`config.mk`:
```
export PLATFORM = sky130hd
export DESIGN_NAME = kb_scancode_fifo
export DESIGN_NICKNAME = d
export VERILOG_FILES = /design/src/rtl/kb_scancode_fifo.sv
export SDC_FILE = /design/constraint.sdc
export NUM_CORES = 1
export LEC_CHECK = 0
export CAP_MARGIN = 20
export CORE_MARGIN = 2
export CORE_UTILIZATION = 54
export DETAILED_ROUTE_END_ITERATION = 7
export PLACE_DENSITY = 0.76
export SYNTH_ARGS = -nofsm -noshare
export SYNTH_HDL_FRONTEND = slang
export SYNTH_SLANG_ARGS = --single-unit
export TNS_END_PERCENT = 100
```
`constraint.sdc`:
```
create_clock -name Clk -period 2.4 [get_ports Clk]
set_clock_uncertainty 0.05 [all_clocks]
set_input_delay 0.6 -clock Clk [delete_from_list [all_inputs] [get_ports Clk]]
set_output_delay 0.6 -clock Clk [all_outputs]
set_load 0.01 [all_outputs]
```
`src/rtl/kb_scancode_fifo.sv`:
```
// kb_scancode_fifo: PS/2 set-2 scancode decoder feeding a first-word fall-through ASCII FIFO.
// Define KB_EXTENDED_KEYS_EN to push arrow-key codes 0x11..0x14 for E0-prefixed makes.
module kb_scancode_fifo #(
  parameter int FIFO_DEPTH = 8
) (
  input  logic                          Clk,
  input  logic                          Rst_n,
  input  logic [7:0]                    Byte_In,
  input  logic                          Byte_Valid,
  input  logic                          Key_Rd,
  input  logic                          Ovf_Clr,
  output logic [7:0]                    Key_Data,
  output logic                          Key_Valid,
  output logic [$clog2(FIFO_DEPTH):0]   Fifo_Count,
  output logic                          Shift_State,
  output logic                          Overflow
);
  localparam int AW = $clog2(FIFO_DEPTH);
  typedef enum logic [1:0] {IDLE, BRK, EXT, EXT_BRK} state_t;

  // {hit, lower-case ascii}; shift is applied afterwards so letters share one table
  function automatic logic [8:0] make_map(input logic [7:0] b);
    case (b)
      8'h1C: return 9'h161; 8'h32: return 9'h162; 8'h21: return 9'h163; 8'h23: return 9'h164;
      8'h24: return 9'h165; 8'h2B: return 9'h166; 8'h34: return 9'h167; 8'h33: return 9'h168;
      8'h43: return 9'h169; 8'h3B: return 9'h16A; 8'h42: return 9'h16B; 8'h4B: return 9'h16C;
      8'h3A: return 9'h16D; 8'h31: return 9'h16E; 8'h44: return 9'h16F; 8'h4D: return 9'h170;
      8'h15: return 9'h171; 8'h2D: return 9'h172; 8'h1B: return 9'h173; 8'h2C: return 9'h174;
      8'h3C: return 9'h175; 8'h2A: return 9'h176; 8'h1D: return 9'h177; 8'h22: return 9'h178;
      8'h35: return 9'h179; 8'h1A: return 9'h17A;
      8'h45: return 9'h130; 8'h16: return 9'h131; 8'h1E: return 9'h132; 8'h26: return 9'h133;
      8'h25: return 9'h134; 8'h2E: return 9'h135; 8'h36: return 9'h136; 8'h3D: return 9'h137;
      8'h3E: return 9'h138; 8'h46: return 9'h139;
      8'h29: return 9'h120; 8'h5A: return 9'h10D; 8'h66: return 9'h108; 8'h76: return 9'h11B;
      default: return 9'h000;
    endcase
  endfunction

  logic [7:0]   byte_q;
  logic         bv_q;
  state_t       state_q;
  logic         shift_q;
  logic         dec_v_q;
  logic [7:0]   dec_d_q;
  logic [7:0]   mem [FIFO_DEPTH];
  logic [AW-1:0] wr_q, rd_q;
  logic [AW:0]  count_q, count_d;
  logic         ovf_q;
  logic [8:0]   mk, ext;
  logic         is_shift, full, pop, wr_en;

  assign mk       = make_map(byte_q);
  assign is_shift = byte_q == 8'h12 || byte_q == 8'h59;
`ifdef KB_EXTENDED_KEYS_EN
  assign ext = byte_q == 8'h75 ? 9'h111 : byte_q == 8'h72 ? 9'h112 :
               byte_q == 8'h6B ? 9'h113 : byte_q == 8'h74 ? 9'h114 : 9'h000;
`else
  assign ext = 9'h000;
`endif

  always_ff @(posedge Clk or negedge Rst_n)
    if (!Rst_n) begin
      byte_q <= '0;
      bv_q   <= 1'b0;
    end else begin
      byte_q <= Byte_In;
      bv_q   <= Byte_Valid;
    end

  always_ff @(posedge Clk or negedge Rst_n)
    if (!Rst_n) begin
      state_q <= IDLE;
      shift_q <= 1'b0;
      dec_v_q <= 1'b0;
      dec_d_q <= '0;
    end else begin
      dec_v_q <= 1'b0;
      if (bv_q)
        case (state_q)
          IDLE: begin
            if (byte_q == 8'hF0) state_q <= BRK;
            else if (byte_q == 8'hE0) state_q <= EXT;
            else if (is_shift) shift_q <= 1'b1;
            else if (mk[8]) begin
              dec_v_q <= 1'b1;
              dec_d_q <= (shift_q && mk[7:0] >= 8'h61 && mk[7:0] <= 8'h7A) ? mk[7:0] - 8'h20 : mk[7:0];
            end
          end
          BRK: begin
            state_q <= IDLE;
            if (is_shift) shift_q <= 1'b0;
          end
          EXT: begin
            if (byte_q == 8'hF0) state_q <= EXT_BRK;
            else begin
              state_q <= IDLE;
              dec_v_q <= ext[8];
              dec_d_q <= ext[8] ? ext[7:0] : dec_d_q;
            end
          end
          default: state_q <= IDLE;
        endcase
    end

  // a full FIFO still accepts a push when the head is popped in the same cycle
  assign full    = count_q == (AW+1)'(FIFO_DEPTH);
  assign pop     = Key_Rd && count_q != '0;
  assign wr_en   = dec_v_q && (!full || pop);
  assign count_d = (wr_en && !pop) ? count_q + 1'b1 : (pop && !wr_en) ? count_q - 1'b1 : count_q;

  always_ff @(posedge Clk or negedge Rst_n)
    if (!Rst_n) begin
      wr_q    <= '0;
      rd_q    <= '0;
      count_q <= '0;
      ovf_q   <= 1'b0;
    end else begin
      wr_q    <= wr_en ? wr_q + 1'b1 : wr_q;
      rd_q    <= pop ? rd_q + 1'b1 : rd_q;
      count_q <= count_d;
      ovf_q   <= (dec_v_q && full && !pop) || (ovf_q && !Ovf_Clr);
    end

  always_ff @(posedge Clk)
    if (wr_en) mem[wr_q] <= dec_d_q;

  assign Key_Valid   = count_q != '0;
  assign Key_Data    = Key_Valid ? mem[rd_q] : 8'h00;
  assign Fifo_Count  = count_q;
  assign Shift_State = shift_q;
  assign Overflow    = ovf_q;
endmodule

```
======== Yosys cells after proc, flatten, opt, wreduce, memory -nomap -nowiden ========
Memories as Yosys holds them, arrays and structs flattened.
Index checks and enable logic that the tools add are counted.
word-level totals
  memory bits (writable) .................. 64
  bits in latches ......................... 0
  bits in read-only memories .............. 1024
  memories kept ........................... 2
  register bits ........................... 32
memories
  name              depth  bits a word  rd ports  clocked after memory_dff  write ports  RTL line  text
  (name not given)  128    8            1         0                         0            23        case (b)
  mem               8      8            1         0                         1            45        logic [7:0] mem [FIFO_DEPTH];
operators by class
  mux-type cells .......................... 22
  shift-type cells ........................ 0
  bitwise logic cells ..................... 3
  magnitude comparators ................... 2
  $add $sub $neg .......................... 5
  div/mod/pow operators ................... 0
  reductions and logical operators ........ 23
  multiply operators ...................... 0
  eq/ne operators ......................... 12
operator list
  operator               count
  $eq A8 B8 Y1 const B   2
  $mux W8                2
  $mux W1                12
  $reduce_and A6 Y1      2
  $logic_and A1 B1 Y1    9
  $mux W9                1
  $eq A8 B5 Y1 const B   1
  $eq A8 B7 Y1 const B   1
  $ge A8 B7 Y1 const B   1
  $le A8 B7 Y1 const B   1
  $mux W4                2
  $ne A2 B2 Y1 const B   4
  $sub A8 B6 Y8 const B  1
  $add A3 B1 Y3 const B  2
  $mux W2                3
  $add A4 B1 Y4 const B  1
  $eq A4 B4 Y1 const B   1
  $logic_not A1 Y1       4
  $pmux W2 S2            1
  $reduce_bool A2 Y1     2
  $reduce_bool A4 Y1     1
  $sub A4 B1 Y4 const B  1
  $logic_or A1 B1 Y1     3
  $ne A3 B3 Y1 const B   1
  other kinds (6)        8

======== Longest topological paths before layout ========
Gate-level depths: netlist (run 1).
  depth after elaboration ................. 8
  gate-level depth with buffers ........... 12
  depth with buffers taken out ............ 11

======== Least setup slack after synthesis (run 1) ========
Ideal clock, no wire load.
  kind .................................... reg-to-reg
  start point ............................. register count_q[1] (netlist: Fifo_Count[1])
  end point ............................... register count_q[3] (netlist: Fifo_Count[3])
  stages on the path, launching flop included .. 12
  path buffers ............................ 0
  arrival time ............................ 2554 ps
  clock period less this slack ............ 2733 ps
  path slack .............................. -333 ps
  cell sequence ........................... dfrtp_1 > nor4_2 > inv_1 > nand2_1 > ha_1 > inv_1 > ha_1 > a21o_1 > a21oi_1 > xnor2_1 > nor2_1 > xor2_1
between the ends
  cells in the longest elaborated chain, start to end .. 7
  elaborated cells between the ends (all ways) .. 15
RTL lines
  element                       RTL line  text
  start: declaration            47        logic [AW:0] count_q, count_d;
  start signal: assignment      120       count_q <= count_d;
  $reduce_bool A4 Y1 *          n/a
  net Key_Valid                 13        output logic Key_Valid,
  $logic_and A1 B1 Y1 *         107       assign pop = Key_Rd && count_q != '0;
  $logic_or A1 B1 Y1            108       assign wr_en = dec_v_q && (!full || pop);
  $logic_and A1 B1 Y1           108
  $logic_not A1 Y1              109       assign count_d = (wr_en && !pop) ? count_q + 1'b1 : (pop && !wr_en) ? count_q - 1'b1 : count_q;
  $logic_and A1 B1 Y1           109
  $reduce_bool A2 Y1 (no line)  n/a
The timed path passes the listed nets; every way through them passes the cells marked *. The select of a mux whose other input is x is not followed.
A chain may end at the register's enable or synchronous reset.

======== Worst setup path in the final report (run 1) ========
  start point ............................. register rd_q[0]
  end point ............................... output port Key_Data[1]
between the ends
  cells in the longest elaborated chain, start to end .. 2
RTL lines
  element                   RTL line  text
  start: declaration        46        logic [AW-1:0] wr_q, rd_q;
  start signal: assignment  119       rd_q <= pop ? rd_q + 1'b1 : rd_q;
  $mem_v2 Z8 W8             n/a
  $mux W8                   128       assign Key_Data = Key_Valid ? mem[rd_q] : 8'h00;
  end: declaration          12        output logic [7:0] Key_Data,
Every way passes these cells.

==> results_dict.tcl, run 1 <==
set metrics [dict create \
    power.share.sequential_pct 43.3 \
    p_int_mw 3.47 \
    cts_buffers 9 \
    reg2reg_from "byte_q[0]" \
    die_area_um2 9490 \
    p_per_area_nw_per_um2 855 \
    cts_tree "built" \
    dpl.hpwl_um 7210 \
    clock_latency_ns 0.36 \
    seq_area_frac_synth_pct 57.7 \
    holdPathStages 1 \
    layout_common_cells "70 x buf_4, 64 x edfxtp_1, 27 x dfrtp_1" \
    leakagePower_nw 2.30 \
    synthCells 358 \
    violations "negative setup slack" \
    cts_sinks 96 \
    cts_buffer_depth 2 \
    stdcell_count 569 \
    drtIter0Drc 193 \
    root_buffer "clkbuf_8" \
    maxCapViolations 0 \
    num_vias 3284 \
    p_switching_mw 1.65 \
    yosysWarnings 0 \
    gp_congestion 0.962 \
    max_freq_ghz 0.396 \
    clk_pin_slew_worst_paths_ns 0.10 \
    layout.nets 483 \
    ys_async_sr_fraction_pct 33.3 \
    rows 34 \
    ys_types 61 \
    synth-seq-cells 96 \
    required_ns 1.75 \
    overflow 0 \
    nFillCells 620 \
    crit_path_end_kind "output port" \
    vdd_ir_drop_max_mv 0.369 \
    insertedDiodeCount 0 \
    synthesis.area_um2 4710 \
    initial_core_util_pct 54.9 \
    areaGrowthSynthToFinish_pct 27.1 \
    worst_pin_slew_ns 0.422 \
    io_pins 28 \
    port_buffers 27 \
    hp-class "reg -> reg" \
    status "finished, violations left" \
    core_area_um2 8590 \
    drt-wirelength-per-cell_um 18.5 \
    cpPeakStageDelay_ns 0.50 \
    grt_pass1_vias 3344 \
    hold_start "rd_q[2]" \
    timing.rr.end "dec_d_q[7]" \
    slowest_stage "mux4_2" \
    grt_max_degree 33 \
    layout-drive-gt1-share_pct 34.5 \
    finalSetupViolCount 11 \
    regArea_um2 2730 \
    crit_arrival_ns 1.87 \
    vias_per_cell 5.77 \
    fin_crit_sh_pct 105 \
    track_usage_pct 22.5 \
    reg2reg_depth 9 \
    drtPass1Iterations 4 \
    grt_antenna_before_repair 0 \
    layout.cells.most_common "buf_4" \
    cpLargestDelayFamily "multiplexers" \
    ys.flop_type "edfxtp_1" \
    syn-num-nets 385 \
    ant_nets 0 \
    fin_crit_ns 2.52 \
    worstSetupPathType "reg -> out" \
    path_buf_inv 3 \
    drc 0 \
    dpl.cell_count 543 \
    slew_violations 0 \
    p_comb_share_pct 37.7 \
    clkPwrFrac_pct 19.0 \
    wl_um 10600 \
    worstPathMaxFanout 8 \
    placed_cell_area_um2 5590 \
    maxSlewHeadroom_pct 71.9 \
    postCtsHoldBufs 0 \
    setup_ws_ns -0.124 \
    switching_share_pct 32.3 \
    htree_levels 3 \
    holdPathEnd "rd_q[2]" \
    grt_pass1_wl_um 16600 \
    r2r_slack_ns -0.10 \
    die_w_um 97.4 \
    rsz0062_at_grt "yes" \
    multi_input_area_um2 1970 \
    synth_area_per_cell_um2 13.2 \
    hold_violations 0 \
    crit_path_start_kind "register" \
    synth_edf_count 64 \
    final_area_um2 5990 \
    die_h_um 97.4 \
    crit_chain "buf_12 -> buf_16 -> mux4_2 -> mux2i_1 -> nor2_1 -> buf_2" \
]
==> synth_stat cells (all sizes together) (3+ instances only) <==
cell type / instances / area share [%]
mux2: 5 / 1.2
mux4: 16 / 7.6
and2: 4 / 0.53
mux2i: 13 / 2.8
nand2: 19 / 1.5
edfxtp: 64 / 41
buf: 15 / 2.0
nand3b: 3 / 0.48
nand3: 6 / 0.64
o21ai: 19 / 2.0
nand2b: 11 / 1.5
clkbuf: 3 / 0.24
xnor2: 6 / 1.1
or2: 3 / 0.40
nor2b: 10 / 1.3
nor4: 5 / 0.80
nor3: 7 / 0.74
inv: 16 / 1.3
dfrtp: 32 / 17
ha: 13 / 3.5
and3: 3 / 0.50
nor2: 26 / 2.2
a21o: 3 / 0.48
a21oi: 12 / 1.3
a31oi: 10 / 1.3
==> layout make-up <==
cell class	instances	area share (%)
Clock inverter	6	0.856
Sequential cell	96	45.5
Timing Repair Buffer	105	15.3
Clock buffer	10	2.13
Inverter	16	1.04
Tap cell	108	2.26
Multi-Input combinational cell	228	32.8
==> registers in the layout, summed over array words and instances (netlist names), 2 cells and up <==
register / flops
byte_q: 8
rd_q: 3
mem: 64
dec_d_q: 8
Fifo_Count: 4
state_q: 2
wr_q: 3
==> worst max path at each step <==
| stage | startpoint | to | slack [ns] | cells after the start |
|---|---|---|---|---|
| floorplan | Fifo_Count[0] | Fifo_Count[3] | -0.08 | 11 |
| global route | rd_q[0] | Key_Data[2] | -0.22 | 6 |
| finish | rd_q[0] | Key_Data[1] | -0.12 | 6 |
| detailed placement | Key_Rd | Fifo_Count[3] | -0.38 | 11 |
| global placement | Key_Rd | Fifo_Count[3] | -0.31 | 11 |
| CTS | rd_q[0] | Key_Data[3] | -0.14 | 6 |
==> stage by stage <==
stage | setup WS, ns | util, % | setup TNS [ns] | hold slack [ns] | power (mW)
2_1_floorplan | -0.0812 | - | -0.0812 | 0.254 | 3.25
3_3_place_gp | -0.309 | 65.1 | -0.733 | 0.414 | 3.98
3_5_place_dp | -0.380 | 65.1 | -1.03 | 0.421 | 4.05
4_1_cts | -0.137 | 68.0 | -0.908 | 0.435 | 5.09
5_1_grt | -0.220 | 69.7 | -2.05 | 0.460 | 5.40
6_report | -0.124 | 69.7 | -1.00 | 0.431 | 5.12
==> layer usage <==
metal | part of all wire (%) | vias up | wire length (um) | track usage, %
li1 | - | 1553 | - | -
met1 | 40 | 1594 | 4240 | 29.5
met2 | 52 | 113 | 5520 | 37.7
met3 | 4.6 | 24 | 489 | 3.02
met4 | 2.9 | 0 | 304 | 10.5
met5 | 0 | - | 0 | 0
==> worst reg2reg max path: stages, from the launching register on <==
cell and delay (ns):
dfrtp_1 0.43, inv_2 0.10, ha_4 0.20, nor3b_4 0.15, o2111a_1 0.25, a311o_1 0.37, a311oi_2 0.29, and2b_2 0.23
o311a_4 0.21, a32o_1 0.16
==> power groups by stage <==
stage               registers, mW  logic [mW]  clock network (mW)
floorplan                    2.20        1.06                   0
global placement             2.21        1.77                   0
detailed placement           2.24        1.82                   0
CTS                          2.21        1.89               0.986
global route                 2.24        2.10                1.06
finish                       2.22        1.93               0.975
==> what timing repair did <==
item / in CTS / in global routing
cloned: 2 / 1
pin swaps: 3 / 14
endpoints found under the setup margin: 11 / 15
gates resized for setup: 41 / 26
setup buffers: 3 / 4
==> cell families (layout without fill, tap and decap cells) <==
| group | after synthesis | in the layout | synth area share (%) |
|---|---|---|---|
| AND/OR/NAND/NOR | 105 | 105 | 11.9 |
| flip-flops | 96 | 96 | 57.7 |
| AO/OA/AOI/OAI | 67 | 67 | 9.77 |
| multiplexers | 34 | 34 | 11.6 |
| buffers and inverters | 34 | 137 | 3.58 |
| adder cells (fa/ha/maj) | 14 | 14 | 3.87 |
| XOR/XNOR | 8 | 8 | 1.49 |
Note: power is estimated with default switching activity, not from simulation.
==> run 2, diff against run 1 <==
--- a/config.mk
+++ b/config.mk
@@ -9,6 +9,7 @@
 export CORE_MARGIN = 2
 export CORE_UTILIZATION = 54
 export DETAILED_ROUTE_END_ITERATION = 7
+export GPL_TIMING_DRIVEN = 0
 export PLACE_DENSITY = 0.76
 export SYNTH_ARGS = -nofsm -noshare
 export SYNTH_HDL_FRONTEND = slang
==> run 2 against run 1 <==
  * The flow still finishes with violations (negative setup slack)
  * Combinational power decreased by 6%
  * Critical path type unchanged
  * Count of clock-buffer cells in the layout up 1
  * Non-clock buffer count is 33 lower
  * Die area did not move
  * Cell area decreased by 4.3%
  * Sequential power about the same
  * Via count fell by 2.9%
  * Clock power up 9.7%
  * Flip-flop and latch count did not move
  * Sequential share of layout area grew 2.1 points
  * Worst hold slack worse by 0.18 ns
==> results_dict.tcl, run 2 (synthesized netlist as in run 1, its figures left out) <==
set metrics [dict create \
    vdd_ir_drop_max_mv 0.521 \
    core_area_um2 8590 \
    maxSlewHeadroom_pct 38.6 \
    gp_congestion 0.990 \
    crit_arrival_ns 1.88 \
    crit_path_start_kind "register" \
    cpLargestDelayFamily "multiplexers" \
    fin_crit_ns 2.53 \
    drc 0 \
    num_vias 3188 \
    stdcell_count 536 \
    areaGrowthSynthToFinish_pct 21.7 \
    crit_chain "buf_8 -> buf_12 -> mux4_2 -> mux2i_1 -> nor2_1 -> buf_2" \
    clk_pin_slew_worst_paths_ns 0.10 \
    dp_slack_ns -0.729 \
    top_register "mem" \
    worst_pin_slew_ns 0.918 \
    postCtsHoldBufs 0 \
    fin_crit_sh_pct 106 \
    required_ns 1.75 \
    finalSetupViolCount 9 \
    cpPeakStageDelay_ns 0.51 \
    overflow 0 \
    cts_sinks 96 \
    hold_violations 0 \
    cts_buffers 9 \
    rows 34 \
    grt_pass1_vias 3110 \
    clock_latency_ns 0.34 \
    worstSetupPathType "reg -> out" \
    grt_pass1_wl_um 16400 \
    violations "negative setup slack" \
    layout_common_cells "64 x edfxtp_1, 29 x buf_4, 26 x dfrtp_1" \
    rsz0062_at_grt "yes" \
    path_buf_inv 3 \
    grt_antenna_before_repair 0 \
    port_buffers 27 \
    maxCapViolations 0 \
    cts_buffer_depth 2 \
    drtIter0Drc 240 \
    drtPass1Iterations 5 \
    ant_nets 0 \
    max_freq_ghz 0.395 \
    dpl.hpwl_um 6960 \
    vias_per_cell 5.95 \
    crit_path_end "Key_Data[1]" \
    worstPathMaxFanout 5 \
    placed_cell_area_um2 5160 \
    io_pins 28 \
    dpl.cell_count 495 \
    track_usage_pct 22.2 \
    reg2reg_depth 10 \
    largestRegisters "mem (64), byte_q (8), dec_d_q (8)" \
    timing.rr.end "dec_d_q[7]" \
    crit_path_end_kind "output port" \
    leakagePower_nw 2.13 \
    largest_register_ffs 64 \
    hp-class "in -> async" \
    r2r_slack_ns -0.10 \
    drt-wirelength-per-cell_um 19.2 \
    p_per_area_nw_per_um2 893 \
    status "finished, violations left" \
    reg2reg_from "byte_q[0]" \
    layout.cells.most_common "edfxtp_1" \
    die_area_um2 9490 \
    cp-startpoint "rd_q[0]" \
    nFillCells 610 \
    grt_max_degree 33 \
    slowest_stage "mux4_2" \
    layout-drive-gt1-share_pct 30.6 \
    cts_tree "built" \
    setup_ws_ns -0.135 \
    tns_ns -0.997 \
    wl_um 10300 \
    cp.depth 6 \
    root_buffer "clkbuf_8" \
    htree_levels 3 \
    layout.nets 450 \
    initial_core_util_pct 54.9 \
    die_h_um 97.4 \
    insertedDiodeCount 0 \
    die_w_um 97.4 \
    slew_violations 0 \
    final_area_um2 5740 \
]
-- run 2: area by class of cell --
type | instances | area (um^2) | area share, %
buffer | 16 | 134 | 2.33
sequential | 96 | 2730 | 47.6
clock buffer | 11 | 141 | 2.47
inverter | 16 | 67.6 | 1.18
multi-input combinational | 228 | 1980 | 34.6
tap | 108 | 135 | 2.36
timing repair buffer | 56 | 479 | 8.36
clock inverter | 5 | 63.8 | 1.11
-- run 2: what timing repair did --
action / in CTS / in global routing
cloned: 1 / 0
setup endpoints to repair: 81 / 18
pin swaps: 9 / 10
gates resized for setup: 66 / 18
setup buffers: 15 / 11
-- run 2: worst min-delay path by stage --
stage / startpoint / endpoint / slack (ns) / cells after the start
floorplan: Rst_n / Fifo_Count[0] / 0.25 / 0
global placement: state_q[1] / state_q[1] / 0.44 / 2
detailed placement: state_q[0] / Shift_State / 0.45 / 1
CTS: Rst_n / Overflow / 0.27 / 1
global route: Rst_n / Fifo_Count[0] / 0.28 / 1
finish: Rst_n / rd_q[2] / 0.25 / 1
-- run 2: power by group --
part           internal [mW]  total, mW  switching [mW]
registers               2.00       2.23           0.239
logic                  0.991       1.82           0.825
clock network          0.520       1.07           0.548
total                   3.51       5.12            1.61
-- run 2: worst reg2reg max path, stage by stage, from the launching register on --
cell     delay, ns
dfrtp_2       0.47
inv_4         0.10
ha_4          0.21
a21o_1        0.21
buf_4         0.14
o21ai_1       0.15
a21o_1        0.11
a32o_2        0.17
nand3_1       0.12
o311a_4       0.41
a32o_1        0.26
-- run 2: stage by stage --
step                hold WS (ns)  total power [mW]  utilization [%]
floorplan                  0.254              3.25                -
finish                     0.253              5.12             66.7
global placement           0.437              3.81             60.0
detailed placement         0.453              3.89             60.0
CTS                        0.270              5.05             64.8
global route               0.284              5.41             66.7
-- run 2: per-layer routing --
layer,part of all wire [%],vias to the layer above,global-route usage (%)
li1,-,1477,-
met2,53,120,38.2
met1,40,1576,29.8
met5,0,-,0
met3,5.9,15,3.81
met4,1.1,0,5.13
==> run 3, diff against run 2 <==
--- a/config.mk
+++ b/config.mk
@@ -14,4 +14,4 @@
 export SYNTH_ARGS = -nofsm -noshare
 export SYNTH_HDL_FRONTEND = slang
 export SYNTH_SLANG_ARGS = --single-unit
-export TNS_END_PERCENT = 100
+export TNS_END_PERCENT = 30
==> run 3 against run 2 <==
  * The run still ends with negative setup slack left
  * Global-route usage unchanged
  * Wire length fell by 2.9%
  * Sequential power barely moved
  * Clock power barely moved
  * Critical endpoint unchanged
==> results_dict.tcl, run 3 (synthesized netlist as in run 1, its figures left out) <==
set metrics [dict create \
    status "finished, violations left" \
    violations "negative setup slack" \
    drc 0 \
    clk_pin_slew_worst_paths_ns 0.10 \
    htree_levels 3 \
    initial_core_util_pct 54.9 \
    rsz0062_at_grt "yes" \
    tns_ns -0.867 \
    die_w_um 97.4 \
    worst_pin_slew_ns 0.909 \
    die_h_um 97.4 \
    power.share.sequential_pct 44.4 \
    clock_latency_ns 0.34 \
    finalSetupViolCount 9 \
    dpl.cell_count 495 \
    worstPathMaxFanout 5 \
    drt-wirelength-per-cell_um 19.0 \
    areaGrowthSynthToFinish_pct 18.5 \
    p_switching_mw 1.56 \
    slew_violations 0 \
    switching_share_pct 31.1 \
    root_buffer "clkbuf_8" \
    grt_pass1_wl_um 16400 \
    maxCapViolations 0 \
    grt_antenna_before_repair 0 \
    cp-startpoint "rd_q[0]" \
    overflow 0 \
    nFillCells 635 \
    hp-class "in -> async" \
    timing.rr.end "dec_d_q[7]" \
    layout.nets 440 \
    crit_path_end_kind "output port" \
    gp_congestion 0.990 \
    cts_buffer_depth 2 \
    largestRegisters "mem (64), byte_q (8), dec_d_q (8)" \
    leakagePower_nw 2.08 \
    grt_pass1_vias 3110 \
    worstSetupPathType "reg -> out" \
    vias_per_cell 5.94 \
    reg2reg_from "byte_q[0]" \
    insertedDiodeCount 0 \
    die_area_um2 9490 \
    top_register "mem" \
    wl_um 10000 \
    fin_crit_ns 2.53 \
    io_pins 28 \
    cts_sinks 96 \
    num_vias 3127 \
    max_freq_ghz 0.395 \
    largest_register_ffs 64 \
    ant_nets 0 \
    vdd_ir_drop_max_mv 0.507 \
    reg2reg_depth 9 \
    p_int_mw 3.46 \
    maxSlewHeadroom_pct 39.2 \
    grt_max_degree 33 \
    fin_crit_sh_pct 105 \
    p_per_area_nw_per_um2 900 \
    core_area_um2 8590 \
    layout-drive-gt1-share_pct 26.6 \
    crit_path_start_kind "register" \
    drtPass1Iterations 5 \
    track_usage_pct 22.2 \
    crit_arrival_ns 1.88 \
    layout.cells.most_common "edfxtp_1" \
    stdcell_count 526 \
    cts_buffers 9 \
    p_comb_share_pct 34.5 \
    required_ns 1.75 \
    cts_tree "built" \
    port_buffers 27 \
    postCtsHoldBufs 0 \
    hold_violations 0 \
    fin_total_pwr_mw 5.03 \
    layout_common_cells "64 x edfxtp_1, 26 x dfrtp_1, 24 x nor2_1" \
    clkPwrFrac_pct 21.1 \
    rows 34 \
    drtIter0Drc 199 \
    r2r_slack_ns -0.03 \
    dpl.hpwl_um 6960 \
    setup_ws_ns -0.128 \
]
==> run 3: layout make-up <==
type | count | area (um^2) | area share [%]
clock buffer | 11 | 141 | 2.53
timing repair buffer | 46 | 400 | 7.17
inverter | 16 | 67.6 | 1.21
sequential | 96 | 2730 | 48.9
tap | 108 | 135 | 2.42
multi-input combinational | 228 | 1920 | 34.3
clock inverter | 5 | 63.8 | 1.14
buffer | 16 | 134 | 2.40
==> run 3: worst max-delay path: stages, from the launching register on <==
cell and delay, ns:
dfrtp_1 0.40, buf_8 0.14, buf_12 0.13, mux4_2 0.51, mux2i_1 0.16, nor2_1 0.05, buf_2 0.13
==> run 3: worst max-delay path by stage <==
stage | to | slack [ns] | cells past startpoint
finish | Key_Data[1] | -0.13 | 6
global route | Key_Data[1] | -0.25 | 6
CTS | Key_Data[1] | -0.14 | 6
detailed placement | Key_Data[1] | -0.73 | 6
global placement | mem[0][4] | -0.81 | 6
floorplan | Fifo_Count[3] | -0.08 | 11
==> run 3: timing repair <==
| item | CTS | global route |
|---|---|---|
| gates cloned | 1 | 0 |
| buffers inserted | 15 | 1 |
| pin swaps | 9 | 3 |
| gates resized for setup | 66 | 4 |
| endpoints found under the setup margin | 81 | 18 |
==> run 3: metrics by stage <==
| stage | hold WS (ns) | setup WS [ns] | instance area (um^2) | util [%] |
|---|---|---|---|---|
| finish | 0.254 | -0.128 | 5590 | 65.0 |
| detailed placement | 0.453 | -0.729 | 5160 | 60.0 |
| global placement | 0.437 | -0.805 | 5150 | 60.0 |
| floorplan | 0.254 | -0.0812 | 4750 | - |
| CTS | 0.270 | -0.140 | 5570 | 64.8 |
| global route | 0.284 | -0.251 | 5590 | 65.0 |
==> run 3: per-layer routing <==
metal	share of wire (%)	global-route usage, %	wire length, um
met5	0	0	0
met3	6.0	3.81	598
met1	41	29.8	4060
met4	0.99	5.13	99
met2	52	38.2	5240
==> run 3: power by group through the flow <==
stage | Combinational (mW) | Clock (mW) | Sequential, mW
6_report | 1.73 | 1.06 | 2.23
5_1_grt | 1.89 | 1.16 | 2.27
4_1_cts | 1.74 | 1.09 | 2.23
3_5_place_dp | 1.65 | 0 | 2.24
3_3_place_gp | 1.60 | 0 | 2.22
2_1_floorplan | 1.06 | 0 | 2.20
